==> src/rtl/imm_sched.sv <==
// Immediate decode/extend stage with a 2-entry FIFO toward execute.
// Optional macro IMM_SCHED_LUI_EN enables the LUI extension mode for opcode 0x0F.
module imm_sched (
    input  logic        clk,
    input  logic        rst,
    input  logic        in_valid,
    output logic        in_ready,
    input  logic [31:0] instr,
    input  logic        flush,
    output logic        out_valid,
    input  logic        out_ready,
    output logic [31:0] out_imm,
    output logic [1:0]  out_mode
);

    localparam logic [1:0] S_EMPTY = 2'd0;
    localparam logic [1:0] S_ONE   = 2'd1;
    localparam logic [1:0] S_FULL  = 2'd2;

    localparam logic [1:0] M_NONE = 2'b00;
    localparam logic [1:0] M_SIGN = 2'b01;
    localparam logic [1:0] M_ZERO = 2'b10;
    localparam logic [1:0] M_LUI  = 2'b11;

    logic [1:0]  state_q, state_d;
    logic        wr_ptr_q, wr_ptr_d;
    logic        rd_ptr_q, rd_ptr_d;
    logic [31:0] imm_q  [2];
    logic [1:0]  mode_q [2];

    logic        push, pop;
    logic [1:0]  dec_mode;
    logic [31:0] dec_imm;

    function automatic logic [1:0] decode_mode(input logic [5:0] op);
        logic [1:0] m;
        m = M_NONE;
        if (op >= 6'h0C && op <= 6'h0E) begin
            m = M_ZERO;
        end else if (op == 6'h0F) begin
`ifdef IMM_SCHED_LUI_EN
            m = M_LUI;
`else
            m = M_ZERO;
`endif
        end else if (op == 6'h01 || (op >= 6'h04 && op <= 6'h0B) ||
                     (op >= 6'h20 && op <= 6'h2B)) begin
            m = M_SIGN;
        end
        return m;
    endfunction

    function automatic logic [31:0] extend_imm(input logic [1:0] m, input logic [15:0] imm);
        logic [31:0] r;
        case (m)
            M_SIGN:  r = {{16{imm[15]}}, imm};
            M_ZERO:  r = {16'h0000, imm};
            M_LUI:   r = {imm, 16'h0000};
            default: r = 32'h0000_0000;
        endcase
        return r;
    endfunction

    assign in_ready  = (state_q != S_FULL);
    assign out_valid = (state_q == S_ONE) || (state_q == S_FULL);
    assign push      = in_valid && in_ready;
    assign pop       = out_valid && out_ready;

    assign dec_mode = decode_mode(instr[31:26]);
    assign dec_imm  = extend_imm(dec_mode, instr[15:0]);

    always_comb begin
        state_d  = state_q;
        wr_ptr_d = wr_ptr_q;
        rd_ptr_d = rd_ptr_q;
        if (flush) begin
            state_d  = S_EMPTY;
            wr_ptr_d = 1'b0;
            rd_ptr_d = 1'b0;
        end else begin
            if (push) wr_ptr_d = ~wr_ptr_q;
            if (pop)  rd_ptr_d = ~rd_ptr_q;
            case (state_q)
                S_EMPTY: if (push) state_d = S_ONE;
                S_ONE: begin
                    if (push && !pop)      state_d = S_FULL;
                    else if (pop && !push) state_d = S_EMPTY;
                end
                S_FULL:  if (pop) state_d = S_ONE;
                default: state_d = S_EMPTY;
            endcase
        end
    end

    always_ff @(posedge clk or posedge rst) begin
        if (rst) begin
            state_q  <= S_EMPTY;
            wr_ptr_q <= 1'b0;
            rd_ptr_q <= 1'b0;
        end else begin
            state_q  <= state_d;
            wr_ptr_q <= wr_ptr_d;
            rd_ptr_q <= rd_ptr_d;
        end
    end

    // Payload storage is unreset; its visibility is governed solely by state_q.
    always_ff @(posedge clk) begin
        if (push && !flush) begin
            imm_q[wr_ptr_q]  <= dec_imm;
            mode_q[wr_ptr_q] <= dec_mode;
        end
    end

    assign out_imm  = out_valid ? imm_q[rd_ptr_q]  : 32'h0000_0000;
    assign out_mode = out_valid ? mode_q[rd_ptr_q] : M_NONE;

endmodule

==> config.mk <==
export PLATFORM = sky130hd
export DESIGN_NAME = imm_sched
export DESIGN_NICKNAME = d
export VERILOG_FILES = /design/src/rtl/imm_sched.sv
export SDC_FILE = /design/constraint.sdc
export NUM_CORES = 1
export LEC_CHECK = 0
export BUFFER_PORTS_ARGS = -buffer_cell sky130_fd_sc_hd__buf_2
export CORE_MARGIN = 1.5
export CORE_UTILIZATION = 42
export DETAILED_ROUTE_END_ITERATION = 10
export PLACE_DENSITY = 0.79
export SYNTH_ARGS = -nofsm -noshare
export SYNTH_HDL_FRONTEND = slang
export SYNTH_SLANG_ARGS = --single-unit
==> constraint.sdc <==
create_clock -name clk -period 3.55 [get_ports clk]
set_input_delay 0.71 -clock clk [delete_from_list [all_inputs] [get_ports clk]]
set_output_delay 0.71 -clock clk [all_outputs]
set_load 0.1 [all_outputs]
==> results_tabular.tex <==
\begin{tabular}{lr}
\hline
Metric & Value \\
\hline
\multicolumn{2}{l}{\textbf{Status}} \\
Result of the run & finished, final reports clean \\
\multicolumn{2}{l}{\textbf{Logic synthesis}} \\
Sequential fraction of the synthesis area & 65.05\% \\
Number of flops mapped to enable cells by yosys & 68 \\
Instance count of the mapped netlist & 216 \\
Most area-consuming cells after synthesis & sky130\_fd\_sc\_hd\_\_edfxtp\_1 (62\%), sky130\_fd\_sc\_hd\_\_mux2i\_1 (11\%), sky130\_fd\_sc\_hd\_\_nor2b\_1 (6.6\%) \\
Cell type with the largest total area after synthesis & sky130\_fd\_sc\_hd\_\_edfxtp\_1 \\
Yosys reg bits & 72 \\
Post-synthesis cell area & 3293 um2 \\
Asr flop ratio synth & 5.556\% \\
Number of nets produced by synthesis & 258 \\
Syn\_area\_per\_cell & approximately 15 um2 \\
Number of library cell types mapped by synthesis & 27 \\
Yosys warning total & 0 \\
Dominant register cell in the synthesized netlist & sky130\_fd\_sc\_hd\_\_edfxtp\_1 \\
Synth top area share & between 60\% and 70\% \\
\multicolumn{2}{l}{\textbf{Finish}} \\
Antenna diode count & 0 \\
Synthesis-to-layout area growth & 23.10\% \\
Final std cells w/o fill & just under 400 \\
Layout cells sized above 1 & 46.15\% \\
Filler instances & around 650 \\
Final instance area & $\sim$4000 um2 \\
Net count of the finished layout & 323 \\
Final core area utilization & 53.01\% \\
\multicolumn{2}{l}{\textbf{Routing}} \\
Vias after detailed routing & 1927 \\
Antenna-violating nets left & 0 \\
Detailed-route wire length per cell & 15.04 um \\
Via-per-instance ratio & 4.966 \\
Routed Wire Length & 5835 um \\
Number of DRC markers after the initial detailed-route iteration & 61 \\
DRC violation count after routing & 0 \\
Pre-Repair DR Iteration Count & 6 \\
\multicolumn{2}{l}{\textbf{Clocking}} \\
Setup Fix Bufs, Post-CTS & 0 \\
TritonCTS Buffers & 9 \\
Worst skew pair latency & 0.33 ns \\
Post-CTS Resized & 0 \\
Clock transition at the registers of the reported paths & 0.07 ns \\
Hold-fix buffers, CTS & 0 \\
CTS Sinks & 72 \\
Total number of H-tree levels & 3 \\
CTS root buffer & sky130\_fd\_sc\_hd\_\_clkbuf\_8 \\
Clock tree from TritonCTS & yes \\
Max clock buf depth & 2 \\
\multicolumn{2}{l}{\textbf{Critical path}} \\
R2r startpoint & state\_q[0] \\
Number of cells on the worst reg-to-reg path & 7 \\
Critical path endpoint category & primary output \\
CP max-delay cell & sky130\_fd\_sc\_hd\_\_buf\_2 \\
Largest fanout on the critical path & 30 \\
Family of cells with the greatest summed delay on the critical path & buffers and inverters \\
Slowest stage delay, CP & 0.44 ns \\
Required time at the worst-slack endpoint & 2.84 ns \\
Reg-to-reg setup timing slack & 1.28 ns \\
CP Data Arrival Time & 2.21 ns \\
Setup CP Type & reg2out \\
CP Launch Type & flop \\
Crit path cell chain & inv\_1 -> ha\_1 -> buf\_4 -> nor2b\_2 -> buf\_2 \\
Endpoint of the most critical register-to-register path & state\_q[0] \\
Worst Path Buf+Inv & 3 \\
\multicolumn{2}{l}{\textbf{Die}} \\
Number of rows created at floorplan & 32 \\
Top-level port count & 73 \\
Width of the chip & 91.55 um \\
Initial core utilization & between 40\% and 50\% \\
Height of the chip & 91.55 um \\
Area of the placeable core & between 7000 and 8000 um2 \\
Total Die Area & 8381 um2 \\
\multicolumn{2}{l}{\textbf{Timing}} \\
Final cycle utilization of the critical path & slightly above 80\% \\
Post-layout min period & 2.918 ns \\
Worst-Margin Slew & between 0.7 and 0.8 ns \\
Unrepaired setup endpoints after global routing & false \\
Top achievable clock speed & around 340 MHz \\
Setup violation total in the final timing report & 0 \\
Relative slew margins & between 40\% and 50\% \\
Setup\_tns & 0 ns \\
Number of max-slew violations in the final report & 0 \\
Final hold viol count & 0 \\
Clk\_skew & roughly 0.0073 ns \\
\multicolumn{2}{l}{\textbf{Pwr}} \\
Fraction of power consumed by combinational cells & 50.9\% \\
Maximum resistive drop on vdd & 458.4 uV \\
Total leakage power & 1.509 nW \\
Reported net switching power & 1.763 mW \\
Net switching fraction of the power & 48.76\% \\
Clock network power share & 21.0\% \\
Internal power contribution & 1.852 mW \\
Relative contribution of sequential cells to total power & 28.2\% \\
Power per unit of standard cell area & roughly 900 nW/um2 \\
\multicolumn{2}{l}{\textbf{Placement}} \\
Count of input and output buffers & 62 \\
RePlAce Congestion & 0.6756 \\
Detailed Place HPWL & 3465 um \\
Total instance count after detailed placement & 372 \\
Placed cell area & between 3000 and 4000 um2 \\
\multicolumn{2}{l}{\textbf{Job}} \\
Maximum Capacitance Violations & 0 \\
\multicolumn{2}{l}{\textbf{Hold path}} \\
Min-Delay Path Class & in2async \\
\multicolumn{2}{l}{\textbf{GRT}} \\
Number of antenna violations at the first check in global routing & 0 \\
Global routing usage on met3 & 3.769\% \\
Most congested layer reported by global routing & met2 \\
Maximum number of pins on one net before global-route repair & 36 \\
GRT Residual Overflow & 0 \\
Global routing met2 resource utilization & 24.25\% \\
Overall track demand over capacity in global routing & 14.63\% \\
Wire length of the first global-routing pass & 9252 um \\
Met1 Usage GRT & between 10\% and 20\% \\
Via count of the first global-routing pass & $\sim$1900 \\
\hline
\end{tabular}
## flip-flops by register name (all words and copies together) (netlist names)
signal and count:
imm_q 64, state_q 2, wr_ptr_q 1, mode_q 4, rd_ptr_q 1
## layout make-up
class                   count  area, um2  area share [%]
clock buffers              10      127.6           3.148
clock inverters             6      107.6           2.654
inverters                   5      18.77          0.4630
multi-input cells         127       1189           29.32
flip-flops and latches     72       2143           52.87
well taps                 102      127.6           3.148
repair buffers             66      340.3           8.395
## cells by family (layout without fill, tap and decap cells)
logic type               Yosys count  count (layout)  synth area share [%]
AND/OR/NAND/NOR                   80              80                 18.35
flip-flops                        72              72                 65.05
multiplexers                      36              36                 10.98
buffers and inverters             17              87                 2.128
adder cells (fa/ha/maj)            5               5                 1.900
AO/OA/AOI/OAI                      4               4                 1.064
XOR/XNOR                           2               2                0.5320
## power by group through the flow
stage                     Sequential, mW  Clock [mW]  Combinational [mW]
after floorplan                     1.03           0                1.60
final                               1.02       0.758                1.84
after detailed placement            1.04           0                1.85
after global routing                1.02       0.809                1.91
after global placement              1.03           0                1.84
after CTS                           1.02       0.777                1.85
## synth_stat cells (2+ instances only)
library cell	count
sky130_fd_sc_hd__nor3_1	2
sky130_fd_sc_hd__and2_1	16
sky130_fd_sc_hd__inv_1	5
sky130_fd_sc_hd__nor2_1	4
sky130_fd_sc_hd__edfxtp_1	68
sky130_fd_sc_hd__xor2_1	2
sky130_fd_sc_hd__clkbuf_1	7
sky130_fd_sc_hd__nor4bb_1	4
sky130_fd_sc_hd__ha_1	5
sky130_fd_sc_hd__nor2b_1	35
sky130_fd_sc_hd__mux2i_1	35
sky130_fd_sc_hd__and4bb_2	12
sky130_fd_sc_hd__dfrtp_1	4
sky130_fd_sc_hd__buf_2	4
## worst register-to-register path, stage by stage (launching register included)
cell                       delay, ns
sky130_fd_sc_hd__dfrtp_1        0.41
sky130_fd_sc_hd__inv_1          0.12
sky130_fd_sc_hd__ha_1           0.23
sky130_fd_sc_hd__nand2b_4       0.21
sky130_fd_sc_hd__inv_1          0.06
sky130_fd_sc_hd__ha_1           0.29
sky130_fd_sc_hd__a222oi_1       0.48
sky130_fd_sc_hd__mux2_1         0.36
## how the worst max path moves through the flow
| stage | startpoint | end | slack (ns) | depth (start not counted) |
|---|---|---|---|---|
| floorplan | state_q[0] | out_imm[10] | 0.32 | 4 |
| global placement | state_q[0] | out_imm[16] | 1.0 | 5 |
| detailed placement | state_q[0] | out_imm[16] | 0.97 | 5 |
| CTS | state_q[0] | out_imm[16] | 0.59 | 5 |
| global route | state_q[0] | out_imm[18] | 0.50 | 5 |
| finish | state_q[0] | out_imm[16] | 0.63 | 5 |
## routing by layer
layer	part of all wire (%)	vias up	wire length [um]
met4	1.6	0	94
li1	-	930	-
met2	50	49	2935
met1	44	939	2540
met3	4.5	9	265
met5	0	-	0
## through the flow
stage	setup slack, ns	hold WS [ns]	power (mW)
after detailed placement	0.9745	0.6108	2.885
after CTS	0.5885	0.2390	3.647
after floorplan	0.3216	0.4761	2.631
final	0.6325	0.2483	3.615
after global routing	0.4979	0.2551	3.743
after global placement	0.9966	0.5724	2.874
## layout by cell type (no fill, tap or decap), drive strengths merged
cell,n
edfxtp,68
buf,66
ha,5
o41a,1
nor4,1
and4bb,12
nor3b,1
inv,5
nor3,2
clkbuf,10
mux2,1
nor2b,35
clkinv,3
a31oi,1
mux2i,35
xor2,2
nor4bb,4
dfrtp,4
a222oi,1
and2,16
nand2b,2
bufinv,3
a211oi,1
nor2,4
nand2,2
nand4bb,1
Power figures use the tool's default switching activity.
